[src/rtl/fpu_arbiter_pkg.sv]
// Shared definitions for the fpu arbiter slice: op and rounding encodings,
// flag bit positions and a width helper.
package fpu_arbiter_pkg;

   typedef enum logic [2:0] {
      OP_ADD = 3'd0,
      OP_SUB = 3'd1,
      OP_MUL = 3'd2,
      OP_DIV = 3'd3
   } fpu_op_e;

   typedef enum logic [1:0] {
      RM_NEAREST_EVEN = 2'd0,
      RM_ZERO         = 2'd1,
      RM_POS_INF      = 2'd2,
      RM_NEG_INF      = 2'd3
   } fpu_rmode_e;

   localparam int FPU_W    = 32;
   localparam int FLAGS_W  = 8;

   // Flag bit order: {snan, qnan, inf, ine, overflow, underflow, div_by_zero, zero}
   localparam int FLAG_SNAN        = 7;
   localparam int FLAG_QNAN        = 6;
   localparam int FLAG_INF         = 5;
   localparam int FLAG_INE         = 4;
   localparam int FLAG_OVERFLOW    = 3;
   localparam int FLAG_UNDERFLOW   = 2;
   localparam int FLAG_DIV_BY_ZERO = 1;
   localparam int FLAG_ZERO        = 0;

   function automatic int id_width(input int n);
      return (n > 1) ? $clog2(n) : 1;
   endfunction

endpackage

[src/rtl/fpu_arbiter_if.sv]
// Bundle of requester, core and response signals around the arbiter.
// Handshakes: a beat moves on a rising edge where valid and ready are both high; valid never waits on ready.
interface fpu_arbiter_if
   import fpu_arbiter_pkg::*;
#(
   parameter int NREQ        = 4,
   parameter int RFIFO_DEPTH = 8
);
   localparam int IDW = id_width(NREQ);
   localparam int CW  = $clog2(RFIFO_DEPTH + 1);

   logic [NREQ-1:0]       req_valid;
   logic [NREQ-1:0]       req_ready;
   logic [3*NREQ-1:0]     req_op;
   logic [2*NREQ-1:0]     req_rmode;
   logic [32*NREQ-1:0]    req_opa;
   logic [32*NREQ-1:0]    req_opb;

   logic [2:0]            fpu_op;
   logic [1:0]            fpu_rmode;
   logic [FPU_W-1:0]      fpu_opa;
   logic [FPU_W-1:0]      fpu_opb;
   logic [FPU_W-1:0]      fpu_out;
   logic [FLAGS_W-1:0]    fpu_flags;

   logic                  rsp_valid;
   logic                  rsp_ready;
   logic [IDW-1:0]        rsp_id;
   logic [FPU_W-1:0]      rsp_out;
   logic [FLAGS_W-1:0]    rsp_flags;

   logic [CW-1:0]         dbg_used;
   logic [CW-1:0]         dbg_count;

   modport slave (
      input  req_valid, req_op, req_rmode, req_opa, req_opb,
      output req_ready,
      output fpu_op, fpu_rmode, fpu_opa, fpu_opb,
      input  fpu_out, fpu_flags,
      output rsp_valid, rsp_id, rsp_out, rsp_flags,
      input  rsp_ready,
      output dbg_used, dbg_count
   );

   modport master (
      output req_valid, req_op, req_rmode, req_opa, req_opb,
      input  req_ready,
      input  fpu_op, fpu_rmode, fpu_opa, fpu_opb,
      output fpu_out, fpu_flags,
      input  rsp_valid, rsp_id, rsp_out, rsp_flags,
      output rsp_ready,
      input  dbg_used, dbg_count
   );

endinterface

[src/rtl/fpu_rsp_fifo.sv]
// Synchronous first-word-fall-through FIFO holding returned results.
// Head data reads as zero while empty so the response outputs stay clean.
module fpu_rsp_fifo #(
   parameter int WIDTH = 42,
   parameter int DEPTH = 8
) (
   input  logic                         clk,
   input  logic                         rst,
   input  logic                         i_wr_valid,
   output logic                         o_wr_ready,
   input  logic [WIDTH-1:0]             i_wr_data,
   output logic                         o_rd_valid,
   input  logic                         i_rd_ready,
   output logic [WIDTH-1:0]             o_rd_data,
   output logic [$clog2(DEPTH+1)-1:0]   o_count
);
   localparam int AW = $clog2(DEPTH);
   localparam int CW = $clog2(DEPTH + 1);

   logic [WIDTH-1:0] r_mem [DEPTH];
   logic [AW-1:0]    r_wr_ptr;
   logic [AW-1:0]    r_rd_ptr;
   logic [CW-1:0]    r_count;
   logic             w_wr;
   logic             w_rd;

   assign o_wr_ready = (r_count != CW'(DEPTH));
   assign o_rd_valid = (r_count != '0);
   assign o_rd_data  = o_rd_valid ? r_mem[r_rd_ptr] : '0;
   assign o_count    = r_count;
   assign w_wr       = i_wr_valid & o_wr_ready;
   assign w_rd       = o_rd_valid & i_rd_ready;

   always_ff @(posedge clk) begin
      if (w_wr) r_mem[r_wr_ptr] <= i_wr_data;
   end

   always_ff @(posedge clk or posedge rst) begin
      if (rst) begin
         r_wr_ptr <= '0;
         r_rd_ptr <= '0;
         r_count  <= '0;
      end else begin
         if (w_wr) r_wr_ptr <= r_wr_ptr + 1'b1;
         if (w_rd) r_rd_ptr <= r_rd_ptr + 1'b1;
         case ({w_wr, w_rd})
            2'b10:   r_count <= r_count + 1'b1;
            2'b01:   r_count <= r_count - 1'b1;
            default: r_count <= r_count;
         endcase
      end
   end

endmodule

[src/rtl/fpu_arbiter.sv]
// Round-robin front end for one shared fixed-latency fpu core, with a tag pipe
// tracking issued ops and a credit counter protecting the response FIFO.
module fpu_arbiter
   import fpu_arbiter_pkg::*;
#(
   parameter int NREQ        = 4,
   parameter int LATENCY     = 4,
   parameter int RFIFO_DEPTH = 8
) (
   input  logic          clk,
   input  logic          rst,
   fpu_arbiter_if.slave  bus
);
   localparam int IDW = id_width(NREQ);
   localparam int CW  = $clog2(RFIFO_DEPTH + 1);
   localparam int EW  = IDW + FPU_W + FLAGS_W;

   logic [IDW-1:0]              r_rr_ptr;
   logic [CW-1:0]               r_used;
   logic [LATENCY-1:0]          r_tag_v;
   logic [LATENCY-1:0][IDW-1:0] r_tag_id;
   logic [2:0]                  r_fpu_op;
   logic [1:0]                  r_fpu_rmode;
   logic [FPU_W-1:0]            r_fpu_opa;
   logic [FPU_W-1:0]            r_fpu_opb;

   logic                        w_found;
   logic [IDW-1:0]              w_gnt_id;
   logic                        w_issue;
   logic                        w_pop;
   logic                        w_fifo_wr_ready;
   logic                        w_fifo_rd_valid;
   logic [EW-1:0]               w_fifo_rd_data;
   logic [CW-1:0]               w_fifo_count;

   function automatic logic [IDW-1:0] wrap_idx(input logic [IDW-1:0] base, input int off);
      int s;
      s = int'(base) + off;
      if (s >= NREQ) s = s - NREQ;
      return IDW'(s);
   endfunction

   always_comb begin
      w_found  = 1'b0;
      w_gnt_id = '0;
      for (int k = 0; k < NREQ; k++) begin
         if (!w_found && bus.req_valid[wrap_idx(r_rr_ptr, k)]) begin
            w_found  = 1'b1;
            w_gnt_id = wrap_idx(r_rr_ptr, k);
         end
      end
   end

   // Counting in-flight ops as well as stored ones means a write can never find the FIFO full.
   assign w_issue       = w_found && (r_used < CW'(RFIFO_DEPTH));
   assign bus.req_ready = w_issue ? (NREQ'(1) << w_gnt_id) : '0;
   assign w_pop         = w_fifo_rd_valid & bus.rsp_ready;

   always_ff @(posedge clk or posedge rst) begin
      if (rst) begin
         r_rr_ptr    <= '0;
         r_used      <= '0;
         r_tag_v     <= '0;
         r_tag_id    <= '0;
         r_fpu_op    <= '0;
         r_fpu_rmode <= '0;
         r_fpu_opa   <= '0;
         r_fpu_opb   <= '0;
      end else begin
         if (w_issue) begin
            r_fpu_op    <= bus.req_op[w_gnt_id*3 +: 3];
            r_fpu_rmode <= bus.req_rmode[w_gnt_id*2 +: 2];
            r_fpu_opa   <= bus.req_opa[w_gnt_id*32 +: 32];
            r_fpu_opb   <= bus.req_opb[w_gnt_id*32 +: 32];
            r_rr_ptr    <= (w_gnt_id == IDW'(NREQ - 1)) ? '0 : w_gnt_id + 1'b1;
         end
         r_tag_v[0]  <= w_issue;
         r_tag_id[0] <= w_gnt_id;
         for (int s = 1; s < LATENCY; s++) begin
            r_tag_v[s]  <= r_tag_v[s-1];
            r_tag_id[s] <= r_tag_id[s-1];
         end
         case ({w_issue, w_pop})
            2'b10:   r_used <= r_used + 1'b1;
            2'b01:   r_used <= r_used - 1'b1;
            default: r_used <= r_used;
         endcase
      end
   end

   fpu_rsp_fifo #(
      .WIDTH (EW),
      .DEPTH (RFIFO_DEPTH)
   ) u_rsp_fifo (
      .clk        (clk),
      .rst        (rst),
      .i_wr_valid (r_tag_v[LATENCY-1] & w_fifo_wr_ready),
      .o_wr_ready (w_fifo_wr_ready),
      .i_wr_data  ({r_tag_id[LATENCY-1], bus.fpu_out, bus.fpu_flags}),
      .o_rd_valid (w_fifo_rd_valid),
      .i_rd_ready (bus.rsp_ready),
      .o_rd_data  (w_fifo_rd_data),
      .o_count    (w_fifo_count)
   );

   assign bus.fpu_op    = r_fpu_op;
   assign bus.fpu_rmode = r_fpu_rmode;
   assign bus.fpu_opa   = r_fpu_opa;
   assign bus.fpu_opb   = r_fpu_opb;
   assign bus.rsp_valid = w_fifo_rd_valid;
   assign {bus.rsp_id, bus.rsp_out, bus.rsp_flags} = w_fifo_rd_data;
   assign bus.dbg_used  = r_used;
   assign bus.dbg_count = w_fifo_count;

endmodule
[src/flat_wrapper.sv]
// flat-port wrapper written by rule: the top's interface ports become plain ports
module fpu_arbiter_flat import fpu_arbiter_pkg::*;
#(
   parameter int NREQ        = 4,
   parameter int LATENCY     = 4,
   parameter int RFIFO_DEPTH = 8
)
  (clk, rst, bus_req_valid, bus_req_op, bus_req_rmode, bus_req_opa, bus_req_opb, bus_req_ready, bus_fpu_op, bus_fpu_rmode, bus_fpu_opa, bus_fpu_opb, bus_fpu_out, bus_fpu_flags, bus_rsp_valid, bus_rsp_id, bus_rsp_out, bus_rsp_flags, bus_rsp_ready, bus_dbg_used, bus_dbg_count);
  fpu_arbiter_if #(.NREQ(NREQ), .RFIFO_DEPTH(RFIFO_DEPTH)) bus_i ();
  input  logic clk;
  input  logic rst;
  input wire logic [$bits(bus_i.req_valid)-1:0] bus_req_valid;
  input wire logic [$bits(bus_i.req_op)-1:0] bus_req_op;
  input wire logic [$bits(bus_i.req_rmode)-1:0] bus_req_rmode;
  input wire logic [$bits(bus_i.req_opa)-1:0] bus_req_opa;
  input wire logic [$bits(bus_i.req_opb)-1:0] bus_req_opb;
  output wire logic [$bits(bus_i.req_ready)-1:0] bus_req_ready;
  output wire logic [$bits(bus_i.fpu_op)-1:0] bus_fpu_op;
  output wire logic [$bits(bus_i.fpu_rmode)-1:0] bus_fpu_rmode;
  output wire logic [$bits(bus_i.fpu_opa)-1:0] bus_fpu_opa;
  output wire logic [$bits(bus_i.fpu_opb)-1:0] bus_fpu_opb;
  input wire logic [$bits(bus_i.fpu_out)-1:0] bus_fpu_out;
  input wire logic [$bits(bus_i.fpu_flags)-1:0] bus_fpu_flags;
  output wire logic [$bits(bus_i.rsp_valid)-1:0] bus_rsp_valid;
  output wire logic [$bits(bus_i.rsp_id)-1:0] bus_rsp_id;
  output wire logic [$bits(bus_i.rsp_out)-1:0] bus_rsp_out;
  output wire logic [$bits(bus_i.rsp_flags)-1:0] bus_rsp_flags;
  input wire logic [$bits(bus_i.rsp_ready)-1:0] bus_rsp_ready;
  output wire logic [$bits(bus_i.dbg_used)-1:0] bus_dbg_used;
  output wire logic [$bits(bus_i.dbg_count)-1:0] bus_dbg_count;
  assign bus_i.req_valid = bus_req_valid;
  assign bus_i.req_op = bus_req_op;
  assign bus_i.req_rmode = bus_req_rmode;
  assign bus_i.req_opa = bus_req_opa;
  assign bus_i.req_opb = bus_req_opb;
  assign bus_req_ready = bus_i.req_ready;
  assign bus_fpu_op = bus_i.fpu_op;
  assign bus_fpu_rmode = bus_i.fpu_rmode;
  assign bus_fpu_opa = bus_i.fpu_opa;
  assign bus_fpu_opb = bus_i.fpu_opb;
  assign bus_i.fpu_out = bus_fpu_out;
  assign bus_i.fpu_flags = bus_fpu_flags;
  assign bus_rsp_valid = bus_i.rsp_valid;
  assign bus_rsp_id = bus_i.rsp_id;
  assign bus_rsp_out = bus_i.rsp_out;
  assign bus_rsp_flags = bus_i.rsp_flags;
  assign bus_i.rsp_ready = bus_rsp_ready;
  assign bus_dbg_used = bus_i.dbg_used;
  assign bus_dbg_count = bus_i.dbg_count;
  fpu_arbiter #(.NREQ(NREQ), .LATENCY(LATENCY), .RFIFO_DEPTH(RFIFO_DEPTH)) u_core (.clk(clk), .rst(rst), .bus(bus_i));
endmodule
[config.mk]
export PLATFORM = sky130hd
export DESIGN_NAME = fpu_arbiter_flat
export DESIGN_NICKNAME = d
export VERILOG_FILES = /design/src/rtl/fpu_arbiter_pkg.sv /design/src/rtl/fpu_arbiter_if.sv /design/src/rtl/fpu_rsp_fifo.sv /design/src/rtl/fpu_arbiter.sv /design/src/flat_wrapper.sv
export SDC_FILE = /design/constraint.sdc
export NUM_CORES = 1
export LEC_CHECK = 0
export CORE_AREA = 2 2 198 200
export CTS_CLUSTER_DIAMETER = 150
export CTS_CLUSTER_SIZE = 16
export DETAILED_ROUTE_END_ITERATION = 8
export DIE_AREA = 0 0 200 202
export GPL_ROUTABILITY_DRIVEN = 0
export PLACE_DENSITY = 0.75
export SLEW_MARGIN = 20
export SYNTH_ARGS = -nofsm -noshare
export SYNTH_HDL_FRONTEND = slang
export SYNTH_SLANG_ARGS = --single-unit
[constraint.sdc]
create_clock -name clk -period 6.9 [get_ports clk]
set_input_delay 0.69 -clock clk [delete_from_list [all_inputs] [get_ports clk]]
set_output_delay 0.69 -clock clk [all_outputs]
set_load 0.05 [all_outputs]
### Word-level counts from Yosys, hierarchy flattened

Memory sizes are Yosys's and may differ from the RTL's.
Cells that the tools add are included.

* input bits: 323
* logic and storage cells: 90
* RAM bits: 336
* memories kept: 1
* output and inout port bits: 124
* bits in registers: 97

* muxes and demuxes: 27
* $lt $le $gt $ge: 9
* multiply operators: 1
* shift-type cells: 5
* add/sub/neg operators: 14
* reductions and logical operators: 10
* bitwise operators: 3
* equal/unequal tests: 6

Memory list
* u_core.u_rsp_fifo.r_mem: depth 8, width 42, rd ports 1, clocked after memory_dff 0, wr ports 1, RTL line fpu_rsp_fifo.sv:20 `logic [WIDTH-1:0] r_mem [DEPTH];`

Operators by type and width (count)
* variable part select 128 x 8 -> 32 bit: 2
* 2-to-1 mux 42 bit: 1
* 2-to-1 mux 2 bit: 9
* case mux 4 bit (2 select lines): 2
* < comparator 2 x 3 -> 1 bit (second input constant): 4
* variable part select 12 x 5 -> 3 bit: 1
* 2-to-1 mux 1 bit: 10
* >= comparator 3 bit (second input constant): 3
* adder 4 x 1 -> 4 bit (second input constant): 2
* binary-select mux 1 bit (select 2 bit): 4
* variable part select 8 x 4 -> 2 bit: 1
* subtractor 2 x 1 -> 2 bit (second input constant): 4
* subtractor 4 x 1 -> 4 bit (second input constant): 2
* adder 2 x 2 -> 3 bit (second input constant): 2
* adder 3 x 1 -> 3 bit (second input constant): 2
* equality test 2 bit (second input constant): 3
* equality test 2 x 1 -> 1 bit (second input constant): 2
* logical AND 1 bit: 4
* < comparator 4 bit (second input constant): 1
* multiplier 2 x 2 -> 4 bit (second input constant): 1
* 2-to-1 mux 4 bit: 1
* inequality test 4 bit (second input constant): 1
* nonzero test 2 bit: 2
* nonzero test 4 bit: 1
* other kinds (6): 10

### Logic depth before layout (Yosys ltp)

* word-level depth: 17
* depth in mapped cells: 11
* depth with buffers taken out: 11

### Modules after synthesis

From an unflattened synthesis, not the netlist that was laid out.

* cells, all modules: 1100
* area, all modules: 18680.4 um2

Modules (own cells, without submodules)
* fpu_rsp_fifo: times used 1, sequential area each 10339.9 um2, cells each 558, area each 13237.7 um2
* fpu_arbiter: times used 1, sequential area each 2177.1 um2, cells each 542, area each 5442.7 um2

### Least setup slack after synthesis

No wires, ideal clock.

* path kind: register to register
* from: register u_core.u_rsp_fifo.r_count[1], in the netlist u_core.u_rsp_fifo.o_count[1]
* to: memory u_core.u_rsp_fifo.r_mem[0][0], enable pin
* stages on the path, launching flop included: 6
* period minus slack after synthesis: 5.818 ns
* setup slack: 1.082 ns
* arrival time: 5.273 ns
* cells stage by stage: dfrtp_1 > nor3_1 > nand2_1 > and2_1 > clkinv_1 > nor4_1

* longest elaborated chain between the ends: 5

Ends and longest elaborated chain
* start: declaration: RTL line fpu_rsp_fifo.sv:23 `logic [CW-1:0] r_count;`
* start signal: assignment: RTL line fpu_rsp_fifo.sv:47 `2'b10: r_count <= r_count + 1'b1;`
* start signal: assignment: RTL line fpu_rsp_fifo.sv:48 `2'b01: r_count <= r_count - 1'b1;`
* start signal: assignment: RTL line fpu_rsp_fifo.sv:49 `default: r_count <= r_count;`
* inequality test 4 bit (*): RTL line fpu_rsp_fifo.sv:27 `assign o_wr_ready = (r_count != CW'(DEPTH));`
* AND 1 bit: RTL line fpu_arbiter.sv:97 `.i_wr_valid (r_tag_v[LATENCY-1] & w_fifo_wr_ready),`
* AND 1 bit (*): RTL line fpu_rsp_fifo.sv:31 `assign w_wr = i_wr_valid & o_wr_ready;`
* 2-to-1 mux 1 bit (*): RTL line fpu_rsp_fifo.sv:35 `if (w_wr) r_mem[r_wr_ptr] <= i_wr_data;`
* 2-to-1 mux 1 bit (implied by the code) (*): RTL line fpu_rsp_fifo.sv:35
* end: declaration: RTL line fpu_rsp_fifo.sv:20

Mark *: on every way between the ends. The rest lies on a longest branch, timed or not.

### Worst setup path in the final report

* from: register u_core.u_rsp_fifo.r_rd_ptr[0]
* to: output port bus_rsp_out[1]

* longest elaborated chain between the ends: 2

Ends and longest elaborated chain
* start: declaration: RTL line fpu_rsp_fifo.sv:22 `logic [AW-1:0] r_rd_ptr;`
* start signal: assignment: RTL line fpu_rsp_fifo.sv:45 `if (w_rd) r_rd_ptr <= r_rd_ptr + 1'b1;`
* memory read (8 x 42 bit)
* 2-to-1 mux 42 bit: RTL line fpu_rsp_fifo.sv:29 `assign o_rd_data = o_rd_valid ? r_mem[r_rd_ptr] : '0;`
* end: declaration: RTL line flat_wrapper.sv:26 `output wire logic [$bits(bus_i.rsp_out)-1:0] bus_rsp_out;`

No other way between the ends.

==> impl_metrics.tcl <==
set metrics [dict create \
    worstPathMaxFanout 36 \
    fin_nets 1960 \
    initial_core_util 0.494 \
    rsz0062_at_grt "no" \
    skew_ns 0.0210 \
    grt_pass1_vias 12700 \
    ios 447 \
    critical_path_arrival_ns 3.69 \
    crit_type "register to output port" \
    swShare 0.436 \
    fin_crit_sh 0.635 \
    synth_cell_types 48 \
    synth.net_count 1551 \
    min_period_ns 4.38 \
    yosysWarnings 0 \
    endpoint "bus_rsp_out[1]" \
    crit_start "u_core.u_rsp_fifo.r_rd_ptr[0]" \
    cts_buffer_depth 3 \
    hp-start "u_core.r_tag_v[0]" \
    grt_remaining_overflow 0 \
    seq_power_share 0.337 \
    tns_ns 0 \
    drt_iter0_markers 892 \
    htreeDepth 1 \
    clkTransAtPathRegs_ns 0.08 \
    avgRoutedWirePerCell_um 24.1 \
    critPathRequiredTime_ns 6.21 \
    rows 72 \
    grt_start_max_net_pins 133 \
    max_stage_delay_ns 0.92 \
    p_int_w 0.00664 \
    ant_nets 0 \
    clk_latency_ns 0.57 \
    worstSetupEndpointType "output port" \
    dp_hpwl_um 34500 \
    final_common_cell "clkdlybuf4s50_1" \
    coreArea_um2 38300 \
    worst_slew_pin_slew_ns 1.03 \
    synthCells 1215 \
    rrSetupSlack_ns 3.84 \
    post_cts_resized 0 \
    grt_pass1_wl_um 77800 \
    die_h_um 202 \
    start_kind "register" \
    fmax_mhz 228 \
    ys_seq_area_frac 0.662 \
    cts_setup_buffers 0 \
    ys.flop_type "edfxtp_1" \
    drv_cap 0 \
    synth_seq_cells 433 \
    reg2reg_from "u_core.u_rsp_fifo.o_count[1]" \
    dr.pass1.iters 5 \
    status "complete, no violations" \
    drc 0 \
    die_w_um 200 \
    area_growth_pct 31.0 \
    antenna_found_initial 11 \
    postSynthAreaPerCell_um2 15.6 \
    worstPathCellList "buf_4, mux4_2, mux2i_1, nor2_1, clkdlybuf4s50_1" \
    hold_path.class "register to register" \
    p_sw_w 0.00513 \
    setup_violations 0 \
    cts_made_buffers 31 \
    clock_sinks 433 \
    syn_area_um2 18900 \
    gr-usage-all-layers 0.257 \
    root_buffer "clkbuf_16" \
    fin_area_um2 24800 \
    layout-drive-gt1-share 0.101 \
    synthArstFlopShare 0.224 \
    slew_violations 0 \
    hold_viol 0 \
    vias 12500 \
    power_frac_clock 0.144 \
    cts_tree "done" \
    power.density_nw_per_um2 475 \
    placed_area_um2 23800 \
    pwr-share-comb 0.519 \
    synth_edf_count 336 \
    slew_headroom 0.310 \
    layout_common_cells "446 x clkdlybuf4s50_1, 336 x edfxtp_1, 112 x mux2i_1" \
    cp_slowest_cell "dfrtp_4" \
    dieArea_um2 40400 \
    vdd_drop_max_uv 226 \
    reg2reg_to "u_core.u_rsp_fifo.o_count[3]" \
    drt_wl_total_um 52400 \
    port_buffers 446 \
    fill_cells 2808 \
    leakage_nw 8.91 \
    postCtsHoldBufs 0 \
    r2r_cells 10 \
    via_per_inst 5.76 \
]
-- worst min path at each step --
| stage | endpoint | slack, ns | cells past startpoint |
|---|---|---|---|
| 6_report | u_core.r_tag_v[1] | 0.35 | 0 |
| 2_1_floorplan | u_core.r_tag_id[2] | 0.33 | 0 |
| 3_3_place_gp | u_core.r_tag_id[7] | 0.33 | 0 |
| 3_5_place_dp | u_core.r_tag_id[4] | 0.34 | 0 |
| 4_1_cts | u_core.r_tag_v[1] | 0.35 | 0 |
| 5_1_grt | u_core.r_tag_v[2] | 0.36 | 0 |
-- cells in the mapped netlist, types with 8 or more instances --
library cell / count / area share
xnor2_1: 8 / 0.0037
nor2_1: 49 / 0.0097
ha_1: 12 / 0.0079
nand2_1: 14 / 0.0028
dfrtp_1: 97 / 0.13
inv_1: 75 / 0.015
clkbuf_1: 54 / 0.011
buf_2: 26 / 0.0069
o21ai_0: 71 / 0.019
edfxtp_1: 336 / 0.53
a31oi_1: 69 / 0.023
a211oi_1: 68 / 0.027
buf_4: 8 / 0.0032
o22ai_1: 69 / 0.023
mux2i_1: 112 / 0.059
mux4_2: 85 / 0.10
-- sequential cells by signal, summed over array words and instances (netlist names) --
register and cells:
u_core.bus.dbg_used 4, u_core.bus.fpu_op 3, u_core.bus.fpu_opa 32, u_core.bus.fpu_opb 32
u_core.bus.fpu_rmode 2, u_core.r_rr_ptr 2, u_core.r_tag_id 8, u_core.r_tag_v 4
u_core.u_rsp_fifo.o_count 4, u_core.u_rsp_fifo.r_mem 336, u_core.u_rsp_fifo.r_rd_ptr 3, u_core.u_rsp_fifo.r_wr_ptr 3
-- power by group through the flow --
stage,sequential (W),combinational [W],clock [W]
after global routing,0.00404,0.00646,0.00183
after global placement,0.00398,0.00608,0
after floorplan,0.00461,0.00349,0
after detailed placement,0.00401,0.00612,0
after CTS,0.00397,0.00615,0.00174
final,0.00396,0.00611,0.00170
-- through the flow --
step	cells	util	total power, W	hold WS, ns	setup WS, ns
floorplan	1215	-	0.00810	0.331	1.08
global placement	2109	0.623	0.0101	0.332	2.91
detailed placement	2109	0.623	0.0101	0.336	2.83
CTS	2166	0.646	0.0119	0.350	2.41
global route	2177	0.647	0.0123	0.360	2.24
finish	2177	0.647	0.0118	0.351	2.52
-- worst max-delay path: cells and delay by family (launching register included) --
family,cells,cell delay [ns]
buffers and inverters,2,1.34
DFF,1,0.92
muxes,2,0.77
and+or+nand+nor,1,0.07
-- layer usage --
metal,wire length (um),GRT usage,vias to the layer above,part of all wire
li1,-,-,5599,-
met3,4250,0.0597,69,0.081
met4,1360,0.0878,0,0.026
met1,20000,0.325,6355,0.38
met2,26800,0.437,507,0.51
met5,0,0,-,0
-- cell type report --
class                      count  area (um2)  area share
tap                          518         648      0.0262
sequential                   433       12500       0.506
clock buffer                  56         870      0.0351
multi-input combinational    609        5720       0.231
clock inverter                 1        16.3    0.000657
timing repair buffer         471        4660       0.188
inverter                      78         298      0.0120
antenna                       11        27.5     0.00111
-- cell families (layout without fill, tap and decap cells) --
family,Yosys count,count (layout),synth area share
flops,433,433,0.662
compound gates,293,293,0.0999
mux,199,199,0.162
buf+inv,173,606,0.0386
simple gates,91,91,0.0225
fa+ha+maj,13,13,0.00900
xor+xnor,13,13,0.00602
other cells,0,11,0
(Power assumes the default switching activity.)
